**src/rtl/seg_display_mux_if.sv**
```systemverilog
// Load-side bus between the result register and the display controller.
interface seg_display_mux_if #(
  parameter int DATA_W = 32
) ();
  logic              load;
  logic [DATA_W-1:0] data_in;
  logic [1:0]        mode_in;
  logic              blank_lz;
  logic              busy;

  modport master (output load, data_in, mode_in, blank_lz, input busy);
  modport slave  (input load, data_in, mode_in, blank_lz, output busy);
endinterface

```
**src/rtl/seg_display_mux.sv**
```systemverilog
// Scanned 7-seg controller: hex loads commit next edge; decimal loads take DATA_W+1 cycles.
// While busy, further loads are dropped; the panel keeps the old buffer until commit.
module seg_display_mux #(
  parameter int NUM_DIGITS   = 8,
  parameter int DATA_W       = 32,
  parameter int REFRESH_BITS = 17,
  parameter int FRAC_DIGIT   = 4,
  parameter bit ACTIVE_LOW   = 1'b1
) (
  input  logic                  clk,
  input  logic                  rst,
  seg_display_mux_if.slave      i_ctl,
  output logic [7:0]            o_seg,
  output logic [NUM_DIGITS-1:0] o_an
);
  localparam int BCD_DIGITS = ((DATA_W * 1233) >> 12) + 1;
  localparam int BCD_N      = (BCD_DIGITS > NUM_DIGITS) ? BCD_DIGITS : NUM_DIGITS;
  localparam int DIG_W      = (NUM_DIGITS > 1) ? $clog2(NUM_DIGITS) : 1;
  localparam int CNT_W      = $clog2(DATA_W);
  localparam int NIB_W      = 4 * NUM_DIGITS;

  typedef enum logic [1:0] {S_IDLE, S_CONV, S_COMMIT} state_t;

  state_t r_state, w_state_nxt;

  logic [REFRESH_BITS-1:0] r_presc;
  logic [DIG_W-1:0]        r_dig;
  logic [NIB_W-1:0]        r_buf_nib;
  logic [1:0]              r_buf_mode;
  logic                    r_buf_blank, r_buf_neg, r_buf_ovf;

  logic [DATA_W-1:0]       r_bin;
  logic [4*BCD_N-1:0]      r_bcd;
  logic [CNT_W-1:0]        r_cnt;
  logic [1:0]              r_mode;
  logic                    r_blank, r_neg;

  logic [7:0]              r_seg;
  logic [NUM_DIGITS-1:0]   r_an;

  logic                    w_load_ok, w_load_dec, w_last, w_neg_in, w_ovf, w_upper_nz;
  logic [DATA_W-1:0]       w_mag;
  logic [NIB_W-1:0]        w_data_ext;
  logic [4*BCD_N-1:0]      w_bcd_adj;
  logic [3:0]              w_nib;
  logic [7:0]              w_seg;
  logic [NUM_DIGITS-1:0]   w_an;

  function automatic logic [6:0] f_hex7(input logic [3:0] n);
    case (n)
      4'h0: f_hex7 = 7'h3F;  4'h1: f_hex7 = 7'h06;  4'h2: f_hex7 = 7'h5B;  4'h3: f_hex7 = 7'h4F;
      4'h4: f_hex7 = 7'h66;  4'h5: f_hex7 = 7'h6D;  4'h6: f_hex7 = 7'h7D;  4'h7: f_hex7 = 7'h07;
      4'h8: f_hex7 = 7'h7F;  4'h9: f_hex7 = 7'h6F;  4'hA: f_hex7 = 7'h77;  4'hB: f_hex7 = 7'h7C;
      4'hC: f_hex7 = 7'h39;  4'hD: f_hex7 = 7'h5E;  4'hE: f_hex7 = 7'h79;  default: f_hex7 = 7'h71;
    endcase
  endfunction

  assign w_load_ok  = i_ctl.load && (r_state == S_IDLE);
  assign w_load_dec = w_load_ok && i_ctl.mode_in[1];
  assign w_last     = (r_cnt == CNT_W'(DATA_W - 1));
  assign w_neg_in   = (i_ctl.mode_in == 2'b11) && i_ctl.data_in[DATA_W-1];
  assign w_mag      = w_neg_in ? (-i_ctl.data_in) : i_ctl.data_in;
  assign i_ctl.busy = (r_state != S_IDLE);
  assign o_seg      = r_seg;
  assign o_an       = r_an;

  always_ff @(posedge clk) begin
    if (rst) r_state <= S_IDLE;
    else     r_state <= w_state_nxt;
  end

  always_comb begin
    w_state_nxt = r_state;
    case (r_state)
      S_IDLE:   if (w_load_dec) w_state_nxt = S_CONV;
      S_CONV:   if (w_last) w_state_nxt = S_COMMIT;
      S_COMMIT: w_state_nxt = S_IDLE;
      default:  w_state_nxt = S_IDLE;
    endcase
  end

  always_comb begin
    w_data_ext = '0;
    w_data_ext[DATA_W-1:0] = i_ctl.data_in;
  end

  always_comb begin
    w_bcd_adj = r_bcd;
    for (int i = 0; i < BCD_N; i++) begin
      if (r_bcd[4*i +: 4] >= 4'd5) w_bcd_adj[4*i +: 4] = r_bcd[4*i +: 4] + 4'd3;
    end
  end

  // Negative results give up the top digit to the sign, so the limit drops by one.
  always_comb begin
    w_ovf = 1'b0;
    for (int i = 0; i < BCD_N; i++) begin
      if ((i >= (r_neg ? NUM_DIGITS - 1 : NUM_DIGITS)) && (r_bcd[4*i +: 4] != 4'd0)) w_ovf = 1'b1;
    end
  end

  always_ff @(posedge clk) begin
    if (rst) begin
      r_bin   <= '0;
      r_bcd   <= '0;
      r_cnt   <= '0;
      r_mode  <= 2'b00;
      r_blank <= 1'b0;
      r_neg   <= 1'b0;
    end else if (w_load_dec) begin
      r_bin   <= w_mag;
      r_bcd   <= '0;
      r_cnt   <= '0;
      r_mode  <= i_ctl.mode_in;
      r_blank <= i_ctl.blank_lz;
      r_neg   <= w_neg_in;
    end else if (r_state == S_CONV) begin
      r_bcd <= {w_bcd_adj[4*BCD_N-2:0], r_bin[DATA_W-1]};
      r_bin <= {r_bin[DATA_W-2:0], 1'b0};
      r_cnt <= r_cnt + CNT_W'(1);
    end
  end

  always_ff @(posedge clk) begin
    if (rst) begin
      r_buf_nib   <= '0;
      r_buf_mode  <= 2'b00;
      r_buf_blank <= 1'b0;
      r_buf_neg   <= 1'b0;
      r_buf_ovf   <= 1'b0;
    end else if (w_load_ok && !i_ctl.mode_in[1]) begin
      r_buf_nib   <= w_data_ext;
      r_buf_mode  <= i_ctl.mode_in;
      r_buf_blank <= i_ctl.blank_lz;
      r_buf_neg   <= 1'b0;
      r_buf_ovf   <= 1'b0;
    end else if (r_state == S_COMMIT) begin
      r_buf_nib   <= r_bcd[NIB_W-1:0];
      r_buf_mode  <= r_mode;
      r_buf_blank <= r_blank;
      r_buf_neg   <= r_neg;
      r_buf_ovf   <= w_ovf;
    end
  end

  always_ff @(posedge clk) begin
    if (rst) begin
      r_presc <= '0;
      r_dig   <= '0;
    end else begin
      r_presc <= r_presc + REFRESH_BITS'(1);
      if (&r_presc) r_dig <= (r_dig == DIG_W'(NUM_DIGITS - 1)) ? '0 : r_dig + DIG_W'(1);
    end
  end

  always_comb begin
    w_nib      = r_buf_nib[4*r_dig +: 4];
    w_upper_nz = 1'b0;
    for (int j = 0; j < NUM_DIGITS; j++) begin
      if ((j >= int'(r_dig)) && (r_buf_nib[4*j +: 4] != 4'd0)) w_upper_nz = 1'b1;
    end
    w_seg = {1'b0, f_hex7(w_nib)};
    if (r_buf_ovf)
      w_seg = 8'h40;
    else if (r_buf_neg && (int'(r_dig) == NUM_DIGITS - 1))
      w_seg = 8'h40;
    else if (!r_buf_mode[1] && (4 * int'(r_dig) >= DATA_W))
      w_seg = 8'h00;
    else if (r_buf_blank && !w_upper_nz && (r_dig != '0) &&
             !((r_buf_mode == 2'b01) && (int'(r_dig) <= FRAC_DIGIT)))
      w_seg = 8'h00;
    if ((r_buf_mode == 2'b01) && (int'(r_dig) == FRAC_DIGIT)) w_seg[7] = 1'b1;
    w_an = NUM_DIGITS'(1) << r_dig;
  end

  always_ff @(posedge clk) begin
    if (rst) begin
      r_seg <= ACTIVE_LOW ? 8'hFF : 8'h00;
      r_an  <= ACTIVE_LOW ? '1 : '0;
    end else begin
      r_seg <= ACTIVE_LOW ? ~w_seg : w_seg;
      r_an  <= ACTIVE_LOW ? ~w_an : w_an;
    end
  end
endmodule

```
**src/flat_wrapper.sv**
```systemverilog
// flat-port wrapper written by rule: the top's interface ports become plain ports
module seg_display_mux_flat 
#(
  parameter int NUM_DIGITS   = 8,
  parameter int DATA_W       = 32,
  parameter int REFRESH_BITS = 17,
  parameter int FRAC_DIGIT   = 4,
  parameter bit ACTIVE_LOW   = 1'b1
)
  (clk, rst, o_seg, o_an, i_ctl_load, i_ctl_data_in, i_ctl_mode_in, i_ctl_blank_lz, i_ctl_busy);
  seg_display_mux_if #(.DATA_W(DATA_W)) i_ctl_i ();
  input  logic clk;
  input  logic rst;
  output logic [7:0] o_seg;
  output logic [NUM_DIGITS-1:0] o_an;
  input wire logic [$bits(i_ctl_i.load)-1:0] i_ctl_load;
  input wire logic [$bits(i_ctl_i.data_in)-1:0] i_ctl_data_in;
  input wire logic [$bits(i_ctl_i.mode_in)-1:0] i_ctl_mode_in;
  input wire logic [$bits(i_ctl_i.blank_lz)-1:0] i_ctl_blank_lz;
  output wire logic [$bits(i_ctl_i.busy)-1:0] i_ctl_busy;
  assign i_ctl_i.load = i_ctl_load;
  assign i_ctl_i.data_in = i_ctl_data_in;
  assign i_ctl_i.mode_in = i_ctl_mode_in;
  assign i_ctl_i.blank_lz = i_ctl_blank_lz;
  assign i_ctl_busy = i_ctl_i.busy;
  seg_display_mux #(.NUM_DIGITS(NUM_DIGITS), .DATA_W(DATA_W), .REFRESH_BITS(REFRESH_BITS), .FRAC_DIGIT(FRAC_DIGIT), .ACTIVE_LOW(ACTIVE_LOW)) u_core (.clk(clk), .rst(rst), .i_ctl(i_ctl_i), .o_seg(o_seg), .o_an(o_an));
endmodule
```
**config.mk**
```make
export PLATFORM = sky130hd
export DESIGN_NAME = seg_display_mux_flat
export DESIGN_NICKNAME = d
export VERILOG_FILES = /design/src/rtl/seg_display_mux_if.sv /design/src/rtl/seg_display_mux.sv /design/src/flat_wrapper.sv
export SDC_FILE = /design/constraint.sdc
export NUM_CORES = 1
export LEC_CHECK = 0
export CAP_MARGIN = 20
export CORE_MARGIN = 2
export CORE_UTILIZATION = 41
export CTS_BUF_LIST = sky130_fd_sc_hd__clkbuf_4 sky130_fd_sc_hd__clkbuf_8
export DETAILED_ROUTE_END_ITERATION = 7
export HOLD_SLACK_MARGIN = 0.12
export PLACE_DENSITY = 0.6
export SETUP_SLACK_MARGIN = 0.02
export SLEW_MARGIN = 10
export SYNTH_ARGS = -nofsm -noshare
export SYNTH_HDL_FRONTEND = slang
export SYNTH_SLANG_ARGS = --single-unit
```
**constraint.sdc**
```tcl
create_clock -name clk -period 3.1 [get_ports clk]
set_clock_uncertainty 0.05 [all_clocks]
set_input_delay 0.31 -clock clk [delete_from_list [all_inputs] [get_ports clk]]
set_output_delay 0.31 -clock clk [all_outputs]
set_load 0.01 [all_outputs]
```
==> run metrics, run 1 <==
status complete, no violations; RSZ-0062 raised after global routing no; Num Clock Sinks approximately 160; Pint ~3100 uW; largest net degree at the start of global routing 52; hold path endpoint u_core.r_presc[0]$_SDFF_PP0_; hold slack 290 ps; Area Growth Syn to Fin 15.5%; largest cells by area after synthesis dfxtp_1 38%, mux2i_1 5.9%, ha_1 5.9%; worst-path fanout max 9; Die W 146 um; Final Cycle Share 0.826; Inserted Diodes 0; Crit path arrival time ~2800 ps; top-count cell post-synth dfxtp_1; combinational share of power 0.130; final count of negative-setup-slack endpoints 0; Slew Viols, Final 0; worst reg-to-reg path cell count 8; first-pass GRT wire length approximately 35,000 um; top cell type's share of synthesized area 0.379; Synth area leader dfxtp_1; Port Buffer Count 54; GR Util All Layers 0.200; r2r endpoint u_core.o_seg[6]$_SDFF_PP1_; CTS tree built; H-tree levels 4; Final Hold Viols 0; vias in the first global route between 6k and 7k; num rows 51; Top FF cell, synth dfxtp_1; fin util 0.486; Cell Area, Placed 9140 sq um; Setup CP Type reg2reg; Die Ht 146 um; Req. time, crit path 3370 ps; CTS Hold Bufs 0; setup TNS 0 ps; HP Start rst; asr flop ratio synth 0; Yosys reg bits 156; actual slew at the worst max-slew pin 884 ps; Max Cap Viol 0; Vias 7,077; hold path depth 2; clock buffer depth 2; power share of the clock group 0.360; worst vdd ir 0.251 mV; Fmax 391 MHz; grt ovf 0; multi-input logic area 4760 sq um; DRT Pass-1 Iters 5; starting DRC count in detailed routing 471; clk slew on worst S/H paths about 90 ps; initial core utilization 0.421; DRT Wirelength 21,100 um; initial antenna violation count 0; Post-DRT Antenna Nets 0; clk_lat worst skew 450 ps; Pleak roughly 0.0034 uW; Die ar. around 21,000 sq um; Seq pwr share 0.510; post-CTS setup buffer count 0; pwr dens approximately 440 nW/um^2; switching pwr 1140 uW; NumNets Final 1,092; mean routed wirelength per cell about 16 um; share of cells above drive strength 1 0.0887; flop2flop setup slack approximately 540 ps; gp weighted congestion 0.838; number of flops mapped to enable cells by yosys 0; CP endpoint kind flip-flop; Setup crit start kind flip-flop; fillers between 1.5k and 2k; CTS resizes 0; IO Count 55; post-route cell area 9530 sq um; Mean Syn Cell Area 8.46 sq um; syn_nets 1,052; cells after synthesis 975; Root Driver clkbuf_8; Hold Crit Class in2reg; Core Region approximately 20,000 sq um; CTS buffer count 17; worst r2r src u_core.r_dig[1]$_SDFFE_PP0P_; Post-DP HPWL 15,100 um; Ys Warns 0; Min Clock Period, post-route 2560 ps; mapped cell area 8250 sq um; register area 3120 sq um; vias per cell 5.48; Synth top cells by count 156 x dfxtp_1, 119 x nor2_1, 97 x nand2_1; Rel. slew slack 0.411; DRC Markers 0; switch share 0.269; Seq/Total Area, Yosys 0.379; post-synth cell types 60
==> power groups by stage <==
stage	Combinational [uW]	Clock, uW	Sequential [uW]
final	549	1520	2150
after global routing	604	1660	2160
after CTS	550	1570	2150
after detailed placement	548	0	2200
after global placement	544	0	2190
after floorplan	331	0	2180
==> how the worst max path moves through the flow <==
stage / startpoint / endpoint / cells after the start
global route: u_core.r_dig[1]$_SDFFE_PP0P_ / u_core.o_seg[1]$_SDFF_PP1_ / 7
global placement: i_ctl_data_in[0] / u_core.r_bin[16]$_SDFFE_PP0P_ / 8
CTS: u_core.r_dig[1]$_SDFFE_PP0P_ / u_core.o_seg[6]$_SDFF_PP1_ / 8
detailed placement: i_ctl_data_in[8] / u_core.r_bin[16]$_SDFFE_PP0P_ / 6
finish: u_core.r_dig[1]$_SDFFE_PP0P_ / u_core.o_seg[6]$_SDFF_PP1_ / 8
floorplan: u_core.r_dig[1]$_SDFFE_PP0P_ / u_core.o_seg[6]$_SDFF_PP1_ / 8
==> area by class of cell <==
cell class | count | share of cell area
sequential | 156 | 0.328
timing repair buffer | 82 | 0.0825
inverter | 37 | 0.0146
clock inverter | 10 | 0.0125
tap | 265 | 0.0348
multi-input combinational | 721 | 0.500
clock buffer | 20 | 0.0282
==> state kept, by name, summed over array words and instances, names as in the netlist <==
name	count
u_core.r_neg	1
u_core.r_buf_ovf	1
u_core.r_buf_neg	1
u_core.r_dig	3
u_core.o_an	8
u_core.r_buf_blank	1
u_core.o_seg	8
u_core.r_bcd	40
u_core.r_presc	17
u_core.r_buf_nib	32
u_core.r_state	2
u_core.r_cnt	5
u_core.r_bin	32
u_core.r_mode	2
u_core.r_buf_mode	2
u_core.r_blank	1
==> metrics by stage <==
step,instances,total power (uW),setup slack (ps)
after global routing,1291,4430,282
after global placement,1261,2740,287
after detailed placement,1261,2740,218
after floorplan,975,2510,587
final,1291,4220,540
after CTS,1291,4270,482
==> metal layers <==
| layer | vias to the layer above | wire length (um) | track usage | part of all wire |
|---|---|---|---|---|
| li1 | 3514 | - | - | - |
| met1 | 3390 | 10600 | 0.291 | 0.50 |
| met2 | 161 | 9180 | 0.301 | 0.44 |
| met3 | 12 | 1030 | 0.0420 | 0.049 |
| met4 | 0 | 250 | 0.0500 | 0.012 |
| met5 | - | 0 | 0 | 0 |
==> kinds of logic after synthesis <==
family / after synthesis / share of synthesized area
simple gates: 347 / 0.198
xor+xnor: 58 / 0.0616
mux: 58 / 0.0827
fa+ha+maj: 39 / 0.0592
flops: 156 / 0.379
compound gates: 219 / 0.173
buf+inv: 98 / 0.0467
==> worst max-delay path: stages, from the launching register on <==
cell and delay [ps]:
dfxtp_1 650, mux4_2 580, mux2i_1 210, buf_4 170, inv_1 70, ha_1 190, mux2_2 260, a31oi_1 150
o21ai_0 100
==> placed cells by master (no fill, tap or decap), drive strengths merged, types with 5 or more instances in the layout <==
| cell type | Yosys | routed |
|---|---|---|
| a21oi | 73 | 73 |
| o21ai | 39 | 39 |
| a31oi | 9 | 9 |
| a2111oi | 10 | 10 |
| and2 | 9 | 9 |
| mux2i | 49 | 49 |
| nor2 | 119 | 119 |
| a211oi | 42 | 42 |
| or3 | 7 | 7 |
| dfxtp | 156 | 156 |
| a311oi | 10 | 10 |
| nand2b | 17 | 17 |
| and3 | 6 | 6 |
| clkinv | 1 | 6 |
| or4 | 5 | 5 |
| xnor2 | 36 | 36 |
| ha | 39 | 39 |
| o31ai | 8 | 8 |
| nand3 | 26 | 26 |
| nor4 | 15 | 15 |
| nand2 | 97 | 97 |
| nor2b | 9 | 9 |
| xor2 | 22 | 22 |
| o22ai | 6 | 6 |
| clkbuf | 43 | 20 |
| nor3 | 20 | 20 |
| inv | 36 | 36 |
| buf | 18 | 29 |
| mux4 | 8 | 8 |
| clkdlybuf4s50 | 0 | 53 |
Note: power is estimated with default switching activity, not from simulation.
==> run 2, diff against run 1 <==
Clock period 3.1 ns to 2.55 ns, I/O delays scaled along.
==> run 2 against run 1 <==
Effect of this change:
- critical endpoint unchanged
- critical path depth decreased by 1
- count of clock-buffer cells in the layout down 2
- global-route usage up 0.27 points
- total power up 23%
==> run metrics, run 2 (same netlist as run 1, synthesis figures left out) <==
pwr dens between 500 and 600 nW/um^2; starting DRC count in detailed routing 508; CTS Hold Bufs 0; overall power 5180 uW; Hold Crit Class in2reg; gp weighted congestion 0.851; Fmax 433 MHz; DRC Markers 0; Req. time, crit path 2840 ps; fillers 1,893; hold path endpoint u_core.r_presc[11]$_SDFF_PP0_; Setup crit start kind flip-flop; Largest Register u_core.r_bcd; DRT Pass-1 Iters 4; switching pwr between 1000 and 1500 uW; Vias between 7k and 8k; Rel. slew slack 0.529; Core Region just under 20,000 sq um; Pleak roughly 0.0036 uW; actual slew at the worst max-slew pin 702 ps; most frequent cells in the layout 155 x dfxtp_1, 119 x nor2_1, 97 x nand2_1; DRT Wirelength 21,400 um; Seq pwr share 0.505; post-CTS setup buffer count 0; HP Start rst; CTS buffer count 17; final count of negative-setup-slack endpoints 0; initial antenna violation count 0; Area Growth Syn to Fin 19.5%; Final Cycle Share 0.907; vias in the first global route 6,732; vias per cell 5.39; Root Driver clkbuf_8; Final Hold Viols 0; Port Buffer Count 54; first-pass GRT wire length 35,300 um; RSZ-0062 raised after global routing no; largest net degree at the start of global routing 83; Inserted Diodes 0; Cell Area, Placed 9470 sq um; CTS tree built; hold path depth 2; Post-DP HPWL approximately 15,000 um; worst reg-to-reg path cell count 7; clk slew on worst S/H paths 90 ps; Die Ht 146 um; worst vdd ir 0.336 mV; Max Cap Viol 0; share of cells above drive strength 1 0.125; status complete, no violations; Min Clock Period, post-route 2310 ps; Largest regs u_core.r_bcd x40, u_core.r_bin x32, u_core.r_buf_nib x32; mean routed wirelength per cell 16.1 um; post-route cell area between 9000 and 10,000 sq um; clock buffer depth 2; GR Util All Layers 0.203; Die ar. 21,300 sq um; Setup CP Type reg2reg; initial core utilization 0.421; switch share 0.278; Crit path arrival time 2600 ps; flop2flop setup slack 240 ps; multi-input logic area between 4000 and 5000 sq um; register area 3120 sq um; worst r2r src u_core.r_dig[1]$_SDFFE_PP0P_; IO Count 55; r2r endpoint u_core.o_seg[6]$_SDFF_PP1_; Post-DRT Antenna Nets 0; NumNets Final between 1k and 1.5k; worst-path fanout max 8; commonest non-fill, non-tap cell in the layout dfxtp_1; CP endpoint kind flip-flop; H-tree levels 4; grt ovf 0; num rows 51; Die W 146 um; max reg flops 40; Slew Viols, Final 0; clk_lat worst skew 460 ps; Num Clock Sinks 156; power share of the clock group 0.358; Pint 3740 uW; combinational share of power 0.137
## run 2: changes by cell type in the layout (fill, tap and decap cells not counted)
| cell | previous run | this run |
|---|---|---|
| clkbuf_8 | 19 | 17 |
| dfxtp_2 | 0 | 1 |
| dfxtp_1 | 156 | 155 |
| buf_12 | 3 | 5 |
| buf_4 | 26 | 64 |
| inv_6 | 0 | 2 |
| clkinvlp_4 | 3 | 4 |
## run 2: power by group through the flow
stage                     clock [uW]  sequential (uW)  combinational, uW
after floorplan                    0             2650                402
after global placement             0             2670                705
after detailed placement           0             2670                709
after CTS                       1900             2610                712
after global routing            2020             2630                779
final                           1860             2610                710
## run 2: worst max path at each step
stage | slack [ps] | from | end
2_1_floorplan | 40 | u_core.r_dig[1]$_SDFFE_PP0P_ | u_core.o_seg[6]$_SDFF_PP1_
6_report | 240 | u_core.r_dig[1]$_SDFFE_PP0P_ | u_core.o_seg[6]$_SDFF_PP1_
5_1_grt | 50 | u_core.r_dig[1]$_SDFFE_PP0P_ | u_core.o_seg[6]$_SDFF_PP1_
4_1_cts | 70 | u_core.r_dig[1]$_SDFFE_PP0P_ | u_core.o_seg[6]$_SDFF_PP1_
3_5_place_dp | -170 | i_ctl_data_in[1] | u_core.r_bin[22]$_SDFFE_PP0P_
3_3_place_gp | -130 | i_ctl_data_in[0] | u_core.r_bin[21]$_SDFFE_PP0P_
## run 2: what timing repair did
action	CTS	global route
setup endpoints to repair	0	7
gates resized for setup	0	1
hold endpoints to repair	0	0
## run 2: layer usage
metal | track usage | wire length (um)
met1 | 0.290 | 10500
met5 | 0 | 0
met4 | 0.0446 | 214
met2 | 0.316 | 9680
met3 | 0.0398 | 987
## run 2: worst max-delay path: stages, from the launching register on
cell     delay (ps)
dfxtp_2         480
mux4_2          540
mux2i_1         270
inv_1           110
ha_1            230
mux2_2          260
a31oi_1         150
o21ai_0         100
## run 2: area by class of cell
| type | instances | share of cell area |
|---|---|---|
| multi-input cells | 721 | 0.483 |
| flip-flops and latches | 156 | 0.317 |
| repair buffers | 122 | 0.113 |
| well taps | 265 | 0.0337 |
| clock buffers | 18 | 0.0245 |
| clock inverters | 13 | 0.0146 |
| inverters | 37 | 0.0141 |
## run 2: metrics by stage
stage	TNS (ps)	util	hold slack (ps)	std cells	setup WS, ps
after floorplan	0	-	341	975	36.9
after global placement	-919	0.483	382	1301	-128
after detailed placement	-1200	0.483	397	1301	-174
after CTS	0	0.503	156	1332	69.6
after global routing	0	0.503	171	1332	52.4
final	0	0.503	175	1332	238
